<file path="src/rtl/nibble_adder_pkg.sv">
// Shared definitions for the nibble-serial adder: state encoding, nibble width
// and the nibble-index width helper.
package nibble_adder_pkg;

  localparam int NIBBLE_W = 4;

  typedef enum logic [1:0] {
    IDLE = 2'd0,
    RUN  = 2'd1,
    DONE = 2'd2
  } state_e;

  // A single-nibble operand still needs a 1-bit index register.
  function automatic int idxWidth(input int nibbles);
    return (nibbles > 1) ? $clog2(nibbles) : 1;
  endfunction

endpackage

</file>
<file path="src/rtl/binary_adder.sv">
// 4-bit combinational binary adder with carry-in and carry-out; the shared
// datapath of the nibble-serial adder.
module binary_adder
  import nibble_adder_pkg::*;
(
  input  logic [NIBBLE_W-1:0] a_i,
  input  logic [NIBBLE_W-1:0] b_i,
  input  logic                c_i,
  output logic [NIBBLE_W-1:0] sum_o,
  output logic                c_o
);

  assign {c_o, sum_o} = {1'b0, a_i} + {1'b0, b_i} + {{NIBBLE_W{1'b0}}, c_i};

endmodule

</file>
<file path="src/rtl/nibble_serial_adder.sv">
// WIDTH-bit adder that reuses one 4-bit binary_adder, one nibble per clock,
// LSB first. Define OVERFLOW_FLAG_EN to add the signed-overflow output ovf.
module nibble_serial_adder
  import nibble_adder_pkg::*;
#(
  parameter int WIDTH = 16
) (
  input  logic             clk,
  input  logic             rst,
  input  logic             start,
  input  logic [WIDTH-1:0] A,
  input  logic [WIDTH-1:0] B,
  input  logic             c_in,
  output logic             busy,
  output logic             done,
  output logic [WIDTH-1:0] sum,
  output logic             c_out
`ifdef OVERFLOW_FLAG_EN
  ,
  output logic             ovf
`endif
);

  localparam int NIBBLES = WIDTH / NIBBLE_W;
  localparam int IW      = idxWidth(NIBBLES);

  state_e state_q, state_d;

  logic [WIDTH-1:0]    opA_q, opA_d;
  logic [WIDTH-1:0]    opB_q, opB_d;
  logic [WIDTH-1:0]    work_q, work_d;
  logic [WIDTH-1:0]    sum_q, sum_d;
  logic [IW-1:0]       idx_q, idx_d;
  logic                carry_q, carry_d;
  logic                cout_q, cout_d;
`ifdef OVERFLOW_FLAG_EN
  logic                ovf_q, ovf_d;
`endif

  logic [NIBBLE_W-1:0] nibA, nibB, nibSum;
  logic                nibCarry;
  logic                lastNibble;

  assign nibA       = opA_q[NIBBLE_W*int'(idx_q) +: NIBBLE_W];
  assign nibB       = opB_q[NIBBLE_W*int'(idx_q) +: NIBBLE_W];
  assign lastNibble = (idx_q == IW'(NIBBLES - 1));

  binary_adder u_adder (
    .a_i  (nibA),
    .b_i  (nibB),
    .c_i  (carry_q),
    .sum_o(nibSum),
    .c_o  (nibCarry)
  );

  always_ff @(posedge clk) begin
    if (rst) state_q <= IDLE;
    else     state_q <= state_d;
  end

  always_comb begin
    state_d = state_q;
    case (state_q)
      IDLE:    if (start) state_d = RUN;
      RUN:     if (lastNibble) state_d = DONE;
      DONE:    state_d = IDLE;
      default: state_d = IDLE;
    endcase
  end

  always_comb begin
    busy = (state_q != IDLE);
    done = (state_q == DONE);
  end

  // Operands are frozen at acceptance so input changes during RUN are harmless.
  always_comb begin
    opA_d   = opA_q;
    opB_d   = opB_q;
    work_d  = work_q;
    sum_d   = sum_q;
    idx_d   = idx_q;
    carry_d = carry_q;
    cout_d  = cout_q;
`ifdef OVERFLOW_FLAG_EN
    ovf_d   = ovf_q;
`endif
    case (state_q)
      IDLE: begin
        if (start) begin
          opA_d   = A;
          opB_d   = B;
          carry_d = c_in;
          idx_d   = '0;
          work_d  = '0;
        end
      end
      RUN: begin
        work_d[NIBBLE_W*int'(idx_q) +: NIBBLE_W] = nibSum;
        carry_d = nibCarry;
        idx_d   = idx_q + IW'(1);
        if (lastNibble) begin
          sum_d  = work_d;
          cout_d = nibCarry;
`ifdef OVERFLOW_FLAG_EN
          ovf_d  = (opA_q[WIDTH-1] == opB_q[WIDTH-1]) &&
                   (work_d[WIDTH-1] != opA_q[WIDTH-1]);
`endif
        end
      end
      default: ;
    endcase
  end

  always_ff @(posedge clk) begin
    if (rst) begin
      opA_q   <= '0;
      opB_q   <= '0;
      work_q  <= '0;
      sum_q   <= '0;
      idx_q   <= '0;
      carry_q <= 1'b0;
      cout_q  <= 1'b0;
`ifdef OVERFLOW_FLAG_EN
      ovf_q   <= 1'b0;
`endif
    end else begin
      opA_q   <= opA_d;
      opB_q   <= opB_d;
      work_q  <= work_d;
      sum_q   <= sum_d;
      idx_q   <= idx_d;
      carry_q <= carry_d;
      cout_q  <= cout_d;
`ifdef OVERFLOW_FLAG_EN
      ovf_q   <= ovf_d;
`endif
    end
  end

  assign sum   = sum_q;
  assign c_out = cout_q;
`ifdef OVERFLOW_FLAG_EN
  assign ovf   = ovf_q;
`endif

endmodule

</file>
<file path="config.mk">
export PLATFORM = sky130hd
export DESIGN_NAME = nibble_serial_adder
export DESIGN_NICKNAME = d
export VERILOG_FILES = /design/src/rtl/nibble_adder_pkg.sv /design/src/rtl/binary_adder.sv /design/src/rtl/nibble_serial_adder.sv
export SDC_FILE = /design/constraint.sdc
export NUM_CORES = 1
export LEC_CHECK = 0
export ABC_AREA = 1
export ABC_CLOCK_PERIOD_IN_PS = 3300
export CAP_MARGIN = 25
export CORE_MARGIN = 4
export CORE_UTILIZATION = 53
export CTS_CLUSTER_SIZE = 8
export DETAILED_ROUTE_END_ITERATION = 16
export PLACE_DENSITY = 0.8
export SYNTH_ARGS = -nofsm -noshare
export SYNTH_HDL_FRONTEND = slang
export SYNTH_SLANG_ARGS = --single-unit
</file>
<file path="constraint.sdc">
create_clock -name clk -period 3.3 [get_ports clk]
set_clock_uncertainty 0.2 [all_clocks]
set_input_delay 0.66 -clock clk [delete_from_list [all_inputs] [get_ports clk]]
set_output_delay 0.66 -clock clk [all_outputs]
set_load 0.05 [all_outputs]
</file>
Word-level counts from Yosys, hierarchy flattened
Index checks and enable logic that the tools add are counted.
{"block": "classes", "shifts": 4, "n_addsub": 4, "reduce_logical": 7, "mux": 10, "n_eq_ne": 5}
{"cell": "$neg 4->33", "n": 1}
{"cell": "$shift 4x33->16 const A", "n": 1}
{"cell": "$shiftx 4x33->16", "n": 1}
{"cell": "$pmux 16 s2", "n": 1}
{"cell": "$shiftx 16x5->4", "n": 2}
{"cell": "$bwmux 16", "n": 1}
{"cell": "$mux 16", "n": 1}
{"cell": "$pmux 2 s2", "n": 2}
{"cell": "$reduce_and 2->1", "n": 4}
{"cell": "$mux 2", "n": 3}
{"cell": "$add 4x4->5", "n": 1}
{"cell": "$add 5x1->5", "n": 1}
{"cell": "$eq 2x2->1 const B", "n": 2}
{"cell": "$ne 2x2->1 const B", "n": 2}
{"cell": "$reduce_bool 2->1", "n": 2}
{"cell": "$add 2x1->2 const B", "n": 1}
{"cell": "$eq 2x1->1 const B", "n": 1}
{"cell": "$logic_not 2->1", "n": 1}
{"cell": "$pmux 1 s2", "n": 1}
{"cell": "$mux 1", "n": 1}
{"block": "word_totals", "regBits": 70, "output_inout_bits": 19, "inputBits": 36, "wordCells": 38}

Depth between registers and ports, before layout
{"block": "depth", "word_depth": 6, "mapped_depth": 14, "mapped_depth_nobuf": 12}

Modules after synthesis
From an unflattened synthesis, not the netlist that was laid out.
{"block": "unflattened", "hier_cells": 477, "hier_area_um2": 3288.2}
{"mod": "nibble_serial_adder", "area_each_um2": 3123.0, "seq_area_each_um2": 1401.3, "instances": 1, "cells_each": 452}
{"mod": "binary_adder", "area_each_um2": 165.2, "seq_area_each_um2": 0.0, "instances": 1, "cells_each": 25}

Least setup slack after synthesis
No wires, ideal clock.
{"block": "synth_path", "path_type": "register -> register", "start": "reg idx_q[0]", "end": "reg work_q[13]", "arrival_ns": 2.417, "path_stages_with_launch": 13, "n_path_buf": 2, "slack_ns": 0.552, "setup_ns": 0.131, "t_required_ns": 2.969, "synth_period_minus_slack_ns": 2.748, "cell_sequence": "dfxtp_1 -> inv_1 -> buf_2 -> buf_2 -> nor2_1 -> o22ai_1 -> fa_1 -> fa_1 -> nand2_1 -> nor2_1 -> a22oi_1 -> a2bb2oi_1 -> nor2_1"}
{"block": "synth_via", "elab_chain_len": 6, "elab_cells_between_ends": 9, "cone_classes": "3 x add/sub; 4 x shift; 2 x mux"}
{"item": "start, declared", "line": "nibble_serial_adder.sv:33", "source": "logic [IW-1:0] idx_q, idx_d;"}
{"item": "start signal, assigned", "line": "nibble_serial_adder.sv:132", "source": "idx_q <= idx_d;"}
{"item": "$shiftx 16x5->4, on equally long branches", "line": "nibble_serial_adder.sv:44, nibble_serial_adder.sv:45"}
{"item": "$add 4x4->5", "line": "binary_adder.sv:13", "source": "assign {c_o, sum_o} = {1'b0, a_i} + {1'b0, b_i} + {{NIBBLE_W{1'b0}}, c_i};"}
{"item": "$add 5x1->5", "line": "binary_adder.sv:13"}
{"item": "$shiftx 4x33->16", "line": "nibble_serial_adder.sv:99", "source": "work_d[NIBBLE_W*int'(idx_q) +: NIBBLE_W] = nibSum;"}
{"item": "$bwmux 16 *", "line": "nibble_serial_adder.sv:99"}
{"item": "$pmux 16 s2 *", "line": "nibble_serial_adder.sv:88", "source": "case (state_q)"}
{"item": "end signal, assigned", "line": "nibble_serial_adder.sv:130", "source": "work_q <= work_d;"}
{"item": "end, declared", "line": "nibble_serial_adder.sv:31", "source": "logic [WIDTH-1:0] work_q, work_d;"}
Mark *: on every way between the ends. The rest lies on a longest branch, timed or not.
A chain may end at the register's enable or synchronous reset.

Worst setup path after layout
{"block": "layout_path", "start": "reg idx_q[0]", "end": "reg work_q[6]"}
The elaborated chain is that of the path after synthesis.

==> impl_results.md <==
- Die Wd: 85.88 um
- R2R Setup Slk: 0.33 ns
- Power per cell area: 470.7 mW/mm^2
- CP Launch Type: register
- Synth Instances: 421
- Post-Synth Simple-Gate Area: 25.26%
- Register area share after synthesis: 43.60%
- Slew of the pin with the lowest slew margin: 0.6499 ns
- Core Footprint: 0.005886 sq mm
- R2r startpoint: idx_q[0]$_SDFFE_PP0P_
- CTS max path bufs: 2
- CP cell instances: inv_1 > o21ai_0 > o22ai_1 > fa_1 > fa_1 > xor2_1 > inv_1 > nor2_2 > nand3_1 > nand2_1 > nand2_1 > a21oi_1
- Vias in the first global route: 2795
- Htree depth: 3
- # Max-Cap Violations: 0
- Crit Path Max Fanout: 17
- Area after DPL: 0.003780 sq mm
- Drt drc: 0
- Fmax: 336.5 MHz
- Post-CTS Setup Bufs: 0
- Setup crit end kind: register
- Total leakage power: 1.633 nW
- Skew-Pair Late Insertion Delay: 0.35 ns
- Syn_nets: 468
- RSZ-0062 raised after global routing: no
- Worst Hold Launch: sum[10]$_SDFFE_PP0P_
- Initial antenna violation count: 0
- Via count: 2883
- Final count of pins violating max slew: 0
- Vias per Instance: 5.251
- Mean Syn Cell Area: 7.635 sq um
- Clock-pin transition on the worst setup and hold timing paths: 0.07 ns
- Post-DRT Antenna Nets: 0
- Final Hold Vio Count: 0
- First-pass GRT wire length: 12210 um
- Die Y: 85.88 um
- Worst EP required: 3.37 ns
- Tcrit/Tclk final: 90.05%
- XOR/XNOR share of the synthesized area: 0.2725%
- Post-synth EDFFs: 0
- Largest family of logic cells by synthesized area: simple AND/OR/NAND/NOR gates
- Reg2reg end: work_q[6]$_SDFFE_PP0P_
- Final setup fails: 0
- Hold_buf cts: 0
- Root Driver: clkbuf_8
- Critical path arrival: 3.05 ns
- Final setup TNS: 0 ns
- Status: finished clean
- Multiplexer share of the synthesized area: 0%
- TritonCTS clock tree: done
- CP peak stage delay: 0.47 ns
- Total global routing overflow: 0
- Synth Cell Area: 0.003214 sq mm
- Area Growth Syn to Fin: 22.81%
- Port Buf Inserts: 54
- Worst Hold Path EP: sum[10]$_SDFFE_PP0P_
- Design Power: 0.001858 W
- Pin count of the biggest net entering global routing: 50
- # rows: 28
- Levels on crit path: 12
- DIE AREA: 0.007375 sq mm
- VDD IR max: 0.3090 mV
- Main flop type after synthesis: dfxtp_1
- Total global-route track usage: 20.64%
- Layout Cell Area excl Fill: 0.003948 sq mm
- Final WS setup: 0.3285 ns
- R2R depth: 12
- Worst Hold Class: reg2reg
- Final nets: 517
- Drt pass-1 iters: 4
- Synth cell types: 33
- Initial drt markers: 205
- WL per Instance: 13.34 um
- Layout cells sized above 1: 9.494%
- Worst Path Buf+Inv: 2
- CTS-repair resized insts: 0
- TritonCTS buffer count: 9
- Critical path class: reg2reg
- Final GP Congestion: 0.8918
- Final WL: 7323 um
- Max-slew headroom: 56.61%
- Synth Register Bits: 70
- Post-Synth Adder-Cell Area: 4.749%
- Crit path time final: 2.972 ns
- DP Wirelength: 5273 um
- FFs w/ async S/R, synth: 0%
- CP max stage cell: dfxtp_1
- Yosys warns: 0
- Antenna cell count: 0
- Num ports: 55
- Compound-Gate Fraction of Synth Area: 19.03%
- Initial Utilization: 54.61%
- CP delay by family, top: adder cells
- Cell count of the worst hold path: 2
- Post-Place Worst Slack: 0.4055 ns
- Sink Count: 70
## synthesized netlist by cell type, types with 2 or more instances
library cell	n	share of area, %
ha_1	9	3.5
nand3_1	17	2.6
inv_1	22	2.6
nand2_2	6	1.2
o21ai_0	57	8.9
o21a_1	2	0.47
o21bai_1	5	1.2
a21oi_1	10	1.6
buf_2	9	1.4
o21ai_1	6	0.93
nand4_1	4	0.78
nor2_2	2	0.39
nand2_4	2	0.70
a22oi_1	4	0.93
nor2_1	93	11
a21oi_2	5	1.4
fa_1	2	1.2
inv_4	3	0.58
inv_2	3	0.35
o22ai_1	8	1.6
clkbuf_1	11	1.3
nor2_8	3	1.9
a2bb2oi_1	4	1.1
dfxtp_1	70	44
nand2_1	56	6.5
## per-layer routing
| layer | wire length (um) | track usage (%) |
|---|---|---|
| met5 | 0 | 0 |
| met4 | 119 | 9.209 |
| met3 | 405 | 5.956 |
| met2 | 3725 | 36.09 |
| met1 | 3073 | 23.11 |
## how the worst max path moves through the flow
stage | startpoint | end | slack, ns
2_1_floorplan | idx_q[0]$_SDFFE_PP0P_ | work_q[13]$_SDFFE_PP0P_ | 0.55
3_3_place_gp | idx_q[0]$_SDFFE_PP0P_ | work_q[5]$_SDFFE_PP0P_ | 0.55
3_5_place_dp | idx_q[0]$_SDFFE_PP0P_ | work_q[6]$_SDFFE_PP0P_ | 0.41
4_1_cts | idx_q[0]$_SDFFE_PP0P_ | work_q[6]$_SDFFE_PP0P_ | 0.39
5_1_grt | idx_q[0]$_SDFFE_PP0P_ | work_q[6]$_SDFFE_PP0P_ | 0.06
6_report | idx_q[0]$_SDFFE_PP0P_ | work_q[6]$_SDFFE_PP0P_ | 0.33
## where the power goes
part	internal, W	total, W	switching [W]
logic	0.000134	0.000342	0.000207
registers	0.000886	0.000912	0.0000258
clock network	0.000310	0.000604	0.000295
total	0.00133	0.00186	0.000528
## placed cells by master, fill, tap and decap left out, types with 8 or more instances in the layout
cell	synthesis	final
dfxtp_1	70	70
nand2_1	56	56
inv_1	22	22
ha_1	9	9
nand3_1	17	17
clkdlybuf4s50_1	0	54
clkbuf_8	0	11
o22ai_1	8	8
a21oi_1	10	10
o21ai_0	57	57
nor2_1	93	93
## layout make-up
| class | instances | area (sq um) |
|---|---|---|
| Tap cell | 75 | 93.84 |
| Multi-Input combinational cell | 301 | 1585 |
| Sequential cell | 70 | 1401 |
| Clock buffer | 14 | 162.7 |
| Inverter | 29 | 121.4 |
| Fill cell | 555 | 1938 |
| Timing Repair Buffer | 59 | 578.1 |
| Clock inverter | 1 | 5.005 |
## through the flow
| step | instances | hold slack (ns) | utilization, % |
|---|---|---|---|
| 2_1_floorplan | 421 | 0.2435 | - |
| 3_3_place_gp | 534 | 0.2517 | 64.22 |
| 3_5_place_dp | 534 | 0.2592 | 64.22 |
| 4_1_cts | 549 | 0.2757 | 67.07 |
| 5_1_grt | 549 | 0.2954 | 67.07 |
| 6_report | 549 | 0.2748 | 67.07 |
## state kept, by name, indices dropped and copies added (netlist names)
signal,cells
carry_q,1
sum,16
opB_q,16
c_out,1
work_q,16
idx_q,2
state_q,2
opA_q,16
## worst min-delay path, stage by stage, from the launching register on
cell and delay, ns:
dfxtp_1 0.31, nand3_1 0.07, nand2_1 0.05
## kinds of logic after synthesis
group,after synthesis
flip-flops,70
buffers and inverters,50
XOR/XNOR,1
AND/OR/NAND/NOR,184
AO/OA/AOI/OAI,105
adder cells (fa/ha/maj),11
No activity file was read; power rests on OpenSTA's default activity.
